<file path="config.mk">
export PLATFORM = sky130hd
export DESIGN_NAME = pla_9sym_vecgen_flat
export DESIGN_NICKNAME = d
export VERILOG_FILES = /design/src/rtl/pla_9sym_vecgen_if.sv /design/src/rtl/pla_9sym_vecgen.sv /design/src/flat_wrapper.sv
export SDC_FILE = /design/constraint.sdc
export NUM_CORES = 1
export LEC_CHECK = 0
export BUFFER_PORTS_ARGS = -buffer_cell sky130_fd_sc_hd__buf_2
export CORE_MARGIN = 2
export CORE_UTILIZATION = 23
export DETAILED_ROUTE_END_ITERATION = 10
export HOLD_SLACK_MARGIN = 0.1
export SLEW_MARGIN = 20
export SYNTH_ARGS = -nofsm -noshare
export SYNTH_HDL_FRONTEND = slang
export SYNTH_SLANG_ARGS = --single-unit
export TNS_END_PERCENT = 50
</file>
<file path="constraint.sdc">
create_clock -name clk -period 4.1 [get_ports clk]
set_input_delay 0.41 -clock clk [delete_from_list [all_inputs] [get_ports clk]]
set_output_delay 0.41 -clock clk [all_outputs]
set_load 0.01 [all_outputs]
</file>
<file path="src/rtl/pla_9sym_vecgen_if.sv">
// Valid/ready stream that carries the matching 9-bit vectors out of the
// generator, plus the out_last flag that marks the final vector of a run.
interface pla_9sym_vecgen_if;
  logic       out_valid;
  logic       out_ready;
  logic [8:0] out_vec;
  logic       out_last;

  modport master (output out_valid, out_vec, out_last, input  out_ready);
  modport slave  (input  out_valid, out_vec, out_last, output out_ready);
endinterface

</file>
<file path="src/rtl/pla_9sym_vecgen.sv">
// Enumerates, in ascending order, every 9-bit vector whose 9sym output
// (popcount in [LO_W, HI_W]) equals the requested target value.
module pla_9sym_vecgen #(
  parameter int unsigned LO_W = 3,
  parameter int unsigned HI_W = 6
) (
  input  logic                      clk,
  input  logic                      rst_n,
  input  logic                      start,
  input  logic                      target,
  input  logic                      abort,
  pla_9sym_vecgen_if.master         stream,
  output logic                      busy,
  output logic                      done,
  output logic [9:0]                count
);

  typedef enum logic [1:0] {IDLE, SCAN, EMIT, DONE} state_e;

  function automatic int unsigned pop9(input logic [8:0] v);
    int unsigned n = 0;
    for (int i = 0; i < 9; i++) n += int'(v[i]);
    return n;
  endfunction

  function automatic logic in_band(input logic [8:0] v);
    int unsigned p = pop9(v);
    return (p >= LO_W) && (p <= HI_W);
  endfunction

  // Highest matching vector for each target; the EMIT of this vector ends the run.
  function automatic logic [8:0] last_match(input logic tgt);
    logic [8:0] r = '0;
    for (int v = 0; v < 512; v++)
      if (in_band(9'(v)) == tgt) r = 9'(v);
    return r;
  endfunction

  localparam logic [8:0] LAST_T1 = last_match(1'b1);
  localparam logic [8:0] LAST_T0 = last_match(1'b0);

  state_e     state_q, state_d;
  logic [8:0] cand_q;
  logic       target_q;
  logic [8:0] vec_q;
  logic       last_q;
  logic [9:0] count_q;

  logic match;
  logic is_last;
  logic handshake;

  assign match     = (in_band(cand_q) == target_q);
  assign is_last   = (cand_q == (target_q ? LAST_T1 : LAST_T0));
  assign handshake = (state_q == EMIT) && stream.out_ready;

  // NOTE: every always_comb output gets a default before the case so no
  // path leaves it unassigned -- that is what keeps latches from being inferred.
  always_comb begin
    state_d = state_q;
    unique case (state_q)
      IDLE: if (start) state_d = SCAN;
      SCAN: begin
        if (abort)                  state_d = IDLE;
        else if (match)             state_d = EMIT;
        else if (cand_q == 9'h1FF)  state_d = DONE;
      end
      EMIT: begin
        if (abort)          state_d = IDLE;
        else if (handshake) state_d = last_q ? DONE : SCAN;
      end
      DONE:    state_d = IDLE;
      default: state_d = IDLE;
    endcase
  end

  // NOTE: sequential state uses non-blocking assignments only, so every
  // register samples pre-edge values and simulation matches the flops.
  always_ff @(posedge clk or negedge rst_n) begin
    if (!rst_n) begin
      state_q  <= IDLE;
      cand_q   <= '0;
      target_q <= 1'b0;
      vec_q    <= '0;
      last_q   <= 1'b0;
      count_q  <= '0;
    end else begin
      state_q <= state_d;
      unique case (state_q)
        IDLE: begin
          if (start) begin
            target_q <= target;
            cand_q   <= '0;
            count_q  <= '0;
          end
        end
        SCAN: begin
          if (!abort) begin
            if (match) begin
              vec_q  <= cand_q;
              last_q <= is_last;
            end else if (cand_q != 9'h1FF) begin
              cand_q <= cand_q + 9'd1;
            end
          end
        end
        EMIT: begin
          // The last vector is the highest match, so cand never wraps here.
          if (!abort && handshake) begin
            count_q <= count_q + 10'd1;
            if (!last_q) cand_q <= cand_q + 9'd1;
          end
        end
        default: ;
      endcase
    end
  end

  assign stream.out_valid = (state_q == EMIT);
  assign stream.out_vec   = vec_q;
  assign stream.out_last  = last_q;
  assign busy             = (state_q == SCAN) || (state_q == EMIT);
  assign done             = (state_q == DONE);
  assign count            = count_q;

endmodule

</file>
<file path="src/flat_wrapper.sv">
// flat-port wrapper written by rule: the top's interface ports become plain ports
module pla_9sym_vecgen_flat 
#(
  parameter int unsigned LO_W = 3,
  parameter int unsigned HI_W = 6
)
  (clk, rst_n, start, target, abort, busy, done, count, stream_out_valid, stream_out_vec, stream_out_last, stream_out_ready);
  pla_9sym_vecgen_if stream_i ();
  input  logic clk;
  input  logic rst_n;
  input  logic start;
  input  logic target;
  input  logic abort;
  output logic busy;
  output logic done;
  output logic [9:0] count;
  output wire logic [$bits(stream_i.out_valid)-1:0] stream_out_valid;
  output wire logic [$bits(stream_i.out_vec)-1:0] stream_out_vec;
  output wire logic [$bits(stream_i.out_last)-1:0] stream_out_last;
  input wire logic [$bits(stream_i.out_ready)-1:0] stream_out_ready;
  assign stream_out_valid = stream_i.out_valid;
  assign stream_out_vec = stream_i.out_vec;
  assign stream_out_last = stream_i.out_last;
  assign stream_i.out_ready = stream_out_ready;
  pla_9sym_vecgen #(.LO_W(LO_W), .HI_W(HI_W)) u_core (.clk(clk), .rst_n(rst_n), .start(start), .target(target), .abort(abort), .stream(stream_i), .busy(busy), .done(done), .count(count));
endmodule
</file>
==> results.cfg, run 1 <==
[run_status]
status = complete, but fails checks
violations = negative setup slack

[setup_path]
r2r_start = u_core.cand_q[1]
crit_type = reg2reg
reg2reg_setup_slack_ns = -0.18
worstSetupEndpointType = flip-flop
rr_endpoint = u_core.stream.out_vec[0]
crit_fanout = 8
cp.required_ns = 4.27
start_kind = flip-flop
ff2ff_path_depth = 16
worstPathArrival_ns = 4.45

[timing]
fin_ws_ns = -0.176
tightest_slew_ns = 0.734
relSlewSlack_pct = 51.1
fmax_ghz = 0.234
skew_ns = 0.00654
finalCritPeriodShare_pct = 104
drv_slew = 0
finalSetupViolations = 19
fin_crit_ns = 4.28
rsz0062_at_grt = true
hold_violations = 0
finalSetupTns_ns = -2.24

[yosys]
synth.ff_latch_count = 32
synth_compound_gate_area_share_pct = 13.4
ys.flop_type = dfrtp_1
seq_area_frac_synth_pct = 39.5
synth_warnings = 0
synth-adder-area-share_pct = 12.3
synthSimpleGateAreaFrac_pct = 22.8
postSynthCellCount = 219
synth-xor-area-share_pct = 3.89
synth_edf_count = 0
yosysUniqueCellTypes = 42
syn_area_per_cell_sq_um = 9.26
syn_area_sq_um = 2030
synth.area.mux_share_pct = 2.72
synth_nets = 242
async_flop_share_pct = 100
synth_top_family_by_area = simple AND/OR/NAND/NOR gates

[place]
gp_congestion = 0.858
dp_slack_ns = -0.199
dp_hpwl_microns = 3630
port_buffers = 28

[clock_tree]
clock_path_buffers = 2
hold_buffers = 0
path_clk_slew_ns = 0.07
cts_tree = yes
htreeDepth = 2
clkSinkCount = 32
cts_buffers = 5
cts_root_buf = clkbuf_8
clock_latency_ns = 0.29

[routing]
drtIter0Drc = 116
routed_wl_microns = 5180
avgRoutedWirePerCell_microns = 14.0
dr.pass1.iters = 5
viasPerCell = 4.77
ant_nets = 0
vias = 1760
drc_errors = 0

[die]
start_util_pct = 23.5
dieHeight_microns = 97.9
std_cell_rows = 34
die_w_microns = 97.9
ios = 29
coreArea_sq_um = 8640
die_area_sq_um = 9580

[final_layout]
num-nets-final = 284
area_growth_pct = 28.6
antenna_cells = 0
fillCellCount = 912
drive_gt1_share_pct = 31.8

[global_routing]
grt_max_degree = 33
antenna_found_initial = 0
gr-total-overflow = 0
grt_pass1_wl_microns = 8760
grt_pass1_vias = 1789
grtUsageTotal_pct = 11.4

[job]
cap_violations = 0

[power_and_ir_drop]
peakVddDrop_mv = 0.181
leakagePower_uw = 0.00120
power_density_nw_per_um2 = 650

[hold_path]
hold_class = in2async
-- sequential cells by signal, indices dropped and copies added, names as in the netlist --
name	count
u_core.cand_q	9
u_core.count	10
u_core.state_q	2
u_core.stream.out_last	1
u_core.stream.out_vec	9
u_core.target_q	1
-- synthesized netlist by cell type (4+ instances only) --
cell type	count	area, sq um
a211oi_1	4	30.0
nand4_1	6	37.5
nor3_1	6	30.0
ha_1	12	150
xor2_1	7	61.3
inv_1	18	67.6
nand2b_1	4	25.0
dfrtp_1	32	801
nand3_1	23	115
o21ai_0	11	55.1
mux2_2	4	45.0
nor2_1	17	63.8
o211ai_2	4	50.1
nand2_1	23	86.3
clkbuf_1	5	18.8
fa_1	5	100
a21oi_1	5	25.0
-- critical path, cell delays in order, from the launching register on --
cell	delay (ns)
dfrtp_1	0.41
ha_4	0.29
inv_2	0.03
fa_1	0.45
fa_1	0.51
fa_1	0.40
inv_1	0.07
ha_2	0.17
inv_2	0.04
fa_2	0.52
nor2b_2	0.05
xnor2_2	0.14
or3_4	0.39
buf_6	0.13
nand4_1	0.10
buf_6	0.16
mux2_4	0.30
-- worst max path at each step --
stage	startpoint	endpoint	slack [ns]
floorplan	u_core.cand_q[0]	u_core.cand_q[2]	-0.23
global placement	u_core.cand_q[0]	u_core.stream.out_vec[1]	-0.11
detailed placement	u_core.cand_q[1]	u_core.stream.out_vec[0]	-0.20
CTS	u_core.cand_q[0]	u_core.stream.out_vec[0]	-0.15
global route	u_core.cand_q[1]	u_core.cand_q[6]	-0.31
finish	u_core.cand_q[1]	u_core.stream.out_vec[0]	-0.18
-- metrics by stage --
stage	utilization [%]	cells	total power, uW	area [sq um]	hold WS (ns)
3_5_place_dp	27.2	360	1240	2350	0.472
6_report	30.2	369	1700	2610	0.181
4_1_cts	29.5	369	1620	2540	0.217
5_1_grt	30.2	369	1830	2610	0.250
3_3_place_gp	27.2	360	1220	2350	0.459
2_1_floorplan	-	219	991	2030	0.114
-- logic make-up (layout without fill, tap and decap cells) --
family,count (synthesis),after routing
and+or+nand+nor,93,94
AOI/OAI and AO/OA,38,38
DFF,32,32
buffers and inverters,25,66
adders and majority gates,17,17
xor gates and xnor gates,9,9
muxes,5,5
-- report_power, final --
group / switching, uW / total (uW) / internal, uW
Clock: 118 / 267 / 149
Sequential: 57.9 / 442 / 384
Combinational: 563 / 987 / 424
Total: 739 / 1700 / 958
-- area by class of cell --
class	instances	area [sq um]	share of cell area, %
Tap cell	108	135	5.18
Timing Repair Buffer	41	260	9.98
Multi-Input combinational cell	163	1250	47.8
Clock buffer	7	96.3	3.69
Sequential cell	32	801	30.7
Inverter	18	67.6	2.59
-- routing by layer --
layer / GRT usage (%) / up-vias / share of wire, %
met4: 5.56 / 0 / 2.3
met5: 0 / - / 0
li1: - / 843 / -
met1: 14.6 / 855 / 44
met2: 17.7 / 50 / 48
met3: 3.15 / 12 / 5.5
-- repair_timing --
action | in CTS | in global routing
pin swaps | 4 | 8
buffers inserted | 1 | 0
setup endpoints to repair | 19 | 21
gates cloned | 1 | 0
resized for setup | 20 | 18
-- layout by cell type (no fill, tap or decap), types with 2 or more instances in the layout --
master    Yosys  routed
a211oi_1      4       3
a21oi_1       5       4
and2_4        1       2
and3_1        2       2
buf_2         0      28
buf_4         0       7
buf_6         2       6
clkbuf_8      0       7
dfrtp_1      32      32
fa_1          5       4
ha_1         12      10
inv_1        18      16
inv_2         0       2
mux2_4        0       3
nand2_1      23      23
nand2b_1      4       4
nand3_1      23      15
nand3_2       0       8
nand4_1       6       6
nor2_1       17      17
nor2b_1       3       2
nor3_1        6       6
nor3b_1       2       2
o211ai_2      4       4
o21ai_0      11       5
o21ai_1       3       8
xor2_1        7       6
No activity file was read; power rests on OpenSTA's default activity.
==> run 2, diff against run 1 <==
--- a/config.mk
+++ b/config.mk
@@ -10,6 +10,7 @@
 export CORE_UTILIZATION = 23
 export DETAILED_ROUTE_END_ITERATION = 10
 export HOLD_SLACK_MARGIN = 0.1
+export SKIP_CTS_REPAIR_TIMING = 1
 export SLEW_MARGIN = 20
 export SYNTH_ARGS = -nofsm -noshare
 export SYNTH_HDL_FRONTEND = slang
==> run 2 against run 1 <==
Compared with the run above:
- the run still ends with negative setup slack left
- cell count decreased by 0.54%
- die area unchanged
- sequential cell count stayed put
- critical path type unchanged
- critical endpoint unchanged
- largest power group unchanged
==> results.cfg, run 2 (synthesis results as in run 1) <==
[routing]
drtIter0Drc = 77
dr.pass1.iters = 5
drc_errors = 0
avgRoutedWirePerCell_microns = 13.6
ant_nets = 0
routed_wl_microns = 4990
viasPerCell = 4.77
vias = 1750

[global_routing]
gr-total-overflow = 0
grt_pass1_vias = 1716
grt_max_degree = 33
grt_pass1_wl_microns = 8390
antenna_found_initial = 0
grtUsageTotal_pct = 10.9

[timing]
fmax_ghz = 0.235
finalCritPeriodShare_pct = 104
skew_ns = 0.00650
drv_slew = 0
rsz0062_at_grt = true
tightest_slew_ns = 0.744
fin_ws_ns = -0.151
finalSetupTns_ns = -1.76
hold_violations = 0
relSlewSlack_pct = 50.4
timing.hold.ws_ns = 0.185
finalSetupViolations = 18
fin_crit_ns = 4.25

[hold_path]
hold_class = in2async

[final_layout]
layout_common_cells = dfrtp_1, buf_2, nand2_1
area_growth_pct = 23.5
fillCellCount = 911
drive_gt1_share_pct = 25.9
final_common_cell = dfrtp_1
antenna_cells = 0
seq_area_sq_um = 801
stdcell_count = 367
multi_input_area_sq_um = 1160
num-nets-final = 282
largest_reg_flops = 10

[clock_tree]
clock_path_buffers = 2
cts_buffers = 5
cts_root_buf = clkbuf_8
cts_tree = yes
htreeDepth = 2
path_clk_slew_ns = 0.07
clock_latency_ns = 0.29
clkSinkCount = 32

[place]
gp_congestion = 0.858
dp_slack_ns = -0.199
dp_hpwl_microns = 3630
port_buffers = 28
dp.cells = 360

[setup_path]
critical_path.top_delay_family = adder cells
worstPathArrival_ns = 4.42
crit_slowest_cell = fa_1
crit_top_cell = fa_1
worstSetupEndpointType = flip-flop
cp.required_ns = 4.27
r2r_start = u_core.cand_q[1]
ff2ff_path_depth = 16
start_kind = flip-flop
critPathBufInv = 5
rr_endpoint = u_core.stream.out_vec[0]
max_stage_delay_ns = 0.51
reg2reg_setup_slack_ns = -0.15
crit_fanout = 8
cp_cell_sequence = ha_4 -> inv_2 -> fa_1 -> fa_1 -> fa_1 -> inv_1 -> ha_2 -> inv_2 -> fa_1 -> xor2_1 -> xnor2_1 -> or3_4 -> buf_6 -> nand4_1 -> buf_6 -> mux2_4
crit_type = reg2reg

[die]
die_w_microns = 97.9
die_area_sq_um = 9580
dieHeight_microns = 97.9
ios = 29
std_cell_rows = 34
start_util_pct = 23.5
coreArea_sq_um = 8640

[power_and_ir_drop]
peakVddDrop_mv = 0.170
power_density_nw_per_um2 = 623
leakagePower_uw = 0.00118

[job]
cap_violations = 0

[run_status]
violations = negative setup slack
status = complete, but fails checks
-- run 2: cell count changes in the layout (fill, tap and decap cells not counted), sizes merged --
| cell | delta |
|---|---|
| and2 | -1 |
| buf | -1 |
-- run 2: how the worst max path moves through the flow --
stage,cells past startpoint,to,slack [ns],from
floorplan,17,u_core.cand_q[2],-0.23,u_core.cand_q[0]
global placement,16,u_core.stream.out_vec[1],-0.11,u_core.cand_q[0]
detailed placement,16,u_core.stream.out_vec[0],-0.20,u_core.cand_q[1]
CTS,16,u_core.stream.out_vec[0],-0.21,u_core.cand_q[1]
global route,16,u_core.cand_q[6],-0.31,u_core.cand_q[1]
finish,16,u_core.stream.out_vec[0],-0.15,u_core.cand_q[1]
-- run 2: area by class of cell --
type                            count  area share (%)
Sequential cell                    32            32.0
Inverter                           18            2.70
Clock buffer                        7            3.85
Timing Repair Buffer               40            9.80
Tap cell                          108            5.40
Multi-Input combinational cell    162            46.3
-- run 2: per-layer routing --
| metal | vias up | wire length (microns) | track usage [%] |
|---|---|---|---|
| li1 | 844 | - | - |
| met1 | 830 | 2250 | 14.1 |
| met2 | 59 | 2310 | 16.9 |
| met3 | 17 | 279 | 3.08 |
| met4 | 0 | 148 | 5.02 |
| met5 | - | 0 | 0 |
-- run 2: power by group --
part           internal, uW  total, uW  switching, uW
Combinational           356        852            495
Clock                   149        267            118
Sequential              384        440           56.0
-- run 2: worst register-to-register path, cell delays in order (launching register included) --
cell and delay (ns):
dfrtp_1 0.41, ha_4 0.29, inv_2 0.03, fa_1 0.45, fa_1 0.51, fa_1 0.40, inv_1 0.07, ha_2 0.17
inv_2 0.04, fa_1 0.37, xor2_1 0.18, xnor2_1 0.16, or3_4 0.39, buf_6 0.12, nand4_1 0.09, buf_6 0.15
mux2_4 0.30
-- run 2: stage by stage --
step	utilization [%]	total power [uW]	area, sq um
final	29.0	1560	2500
after global routing	29.0	1700	2500
after CTS	28.3	1520	2450
after detailed placement	27.2	1240	2350
after global placement	27.2	1220	2350
after floorplan	-	991	2030
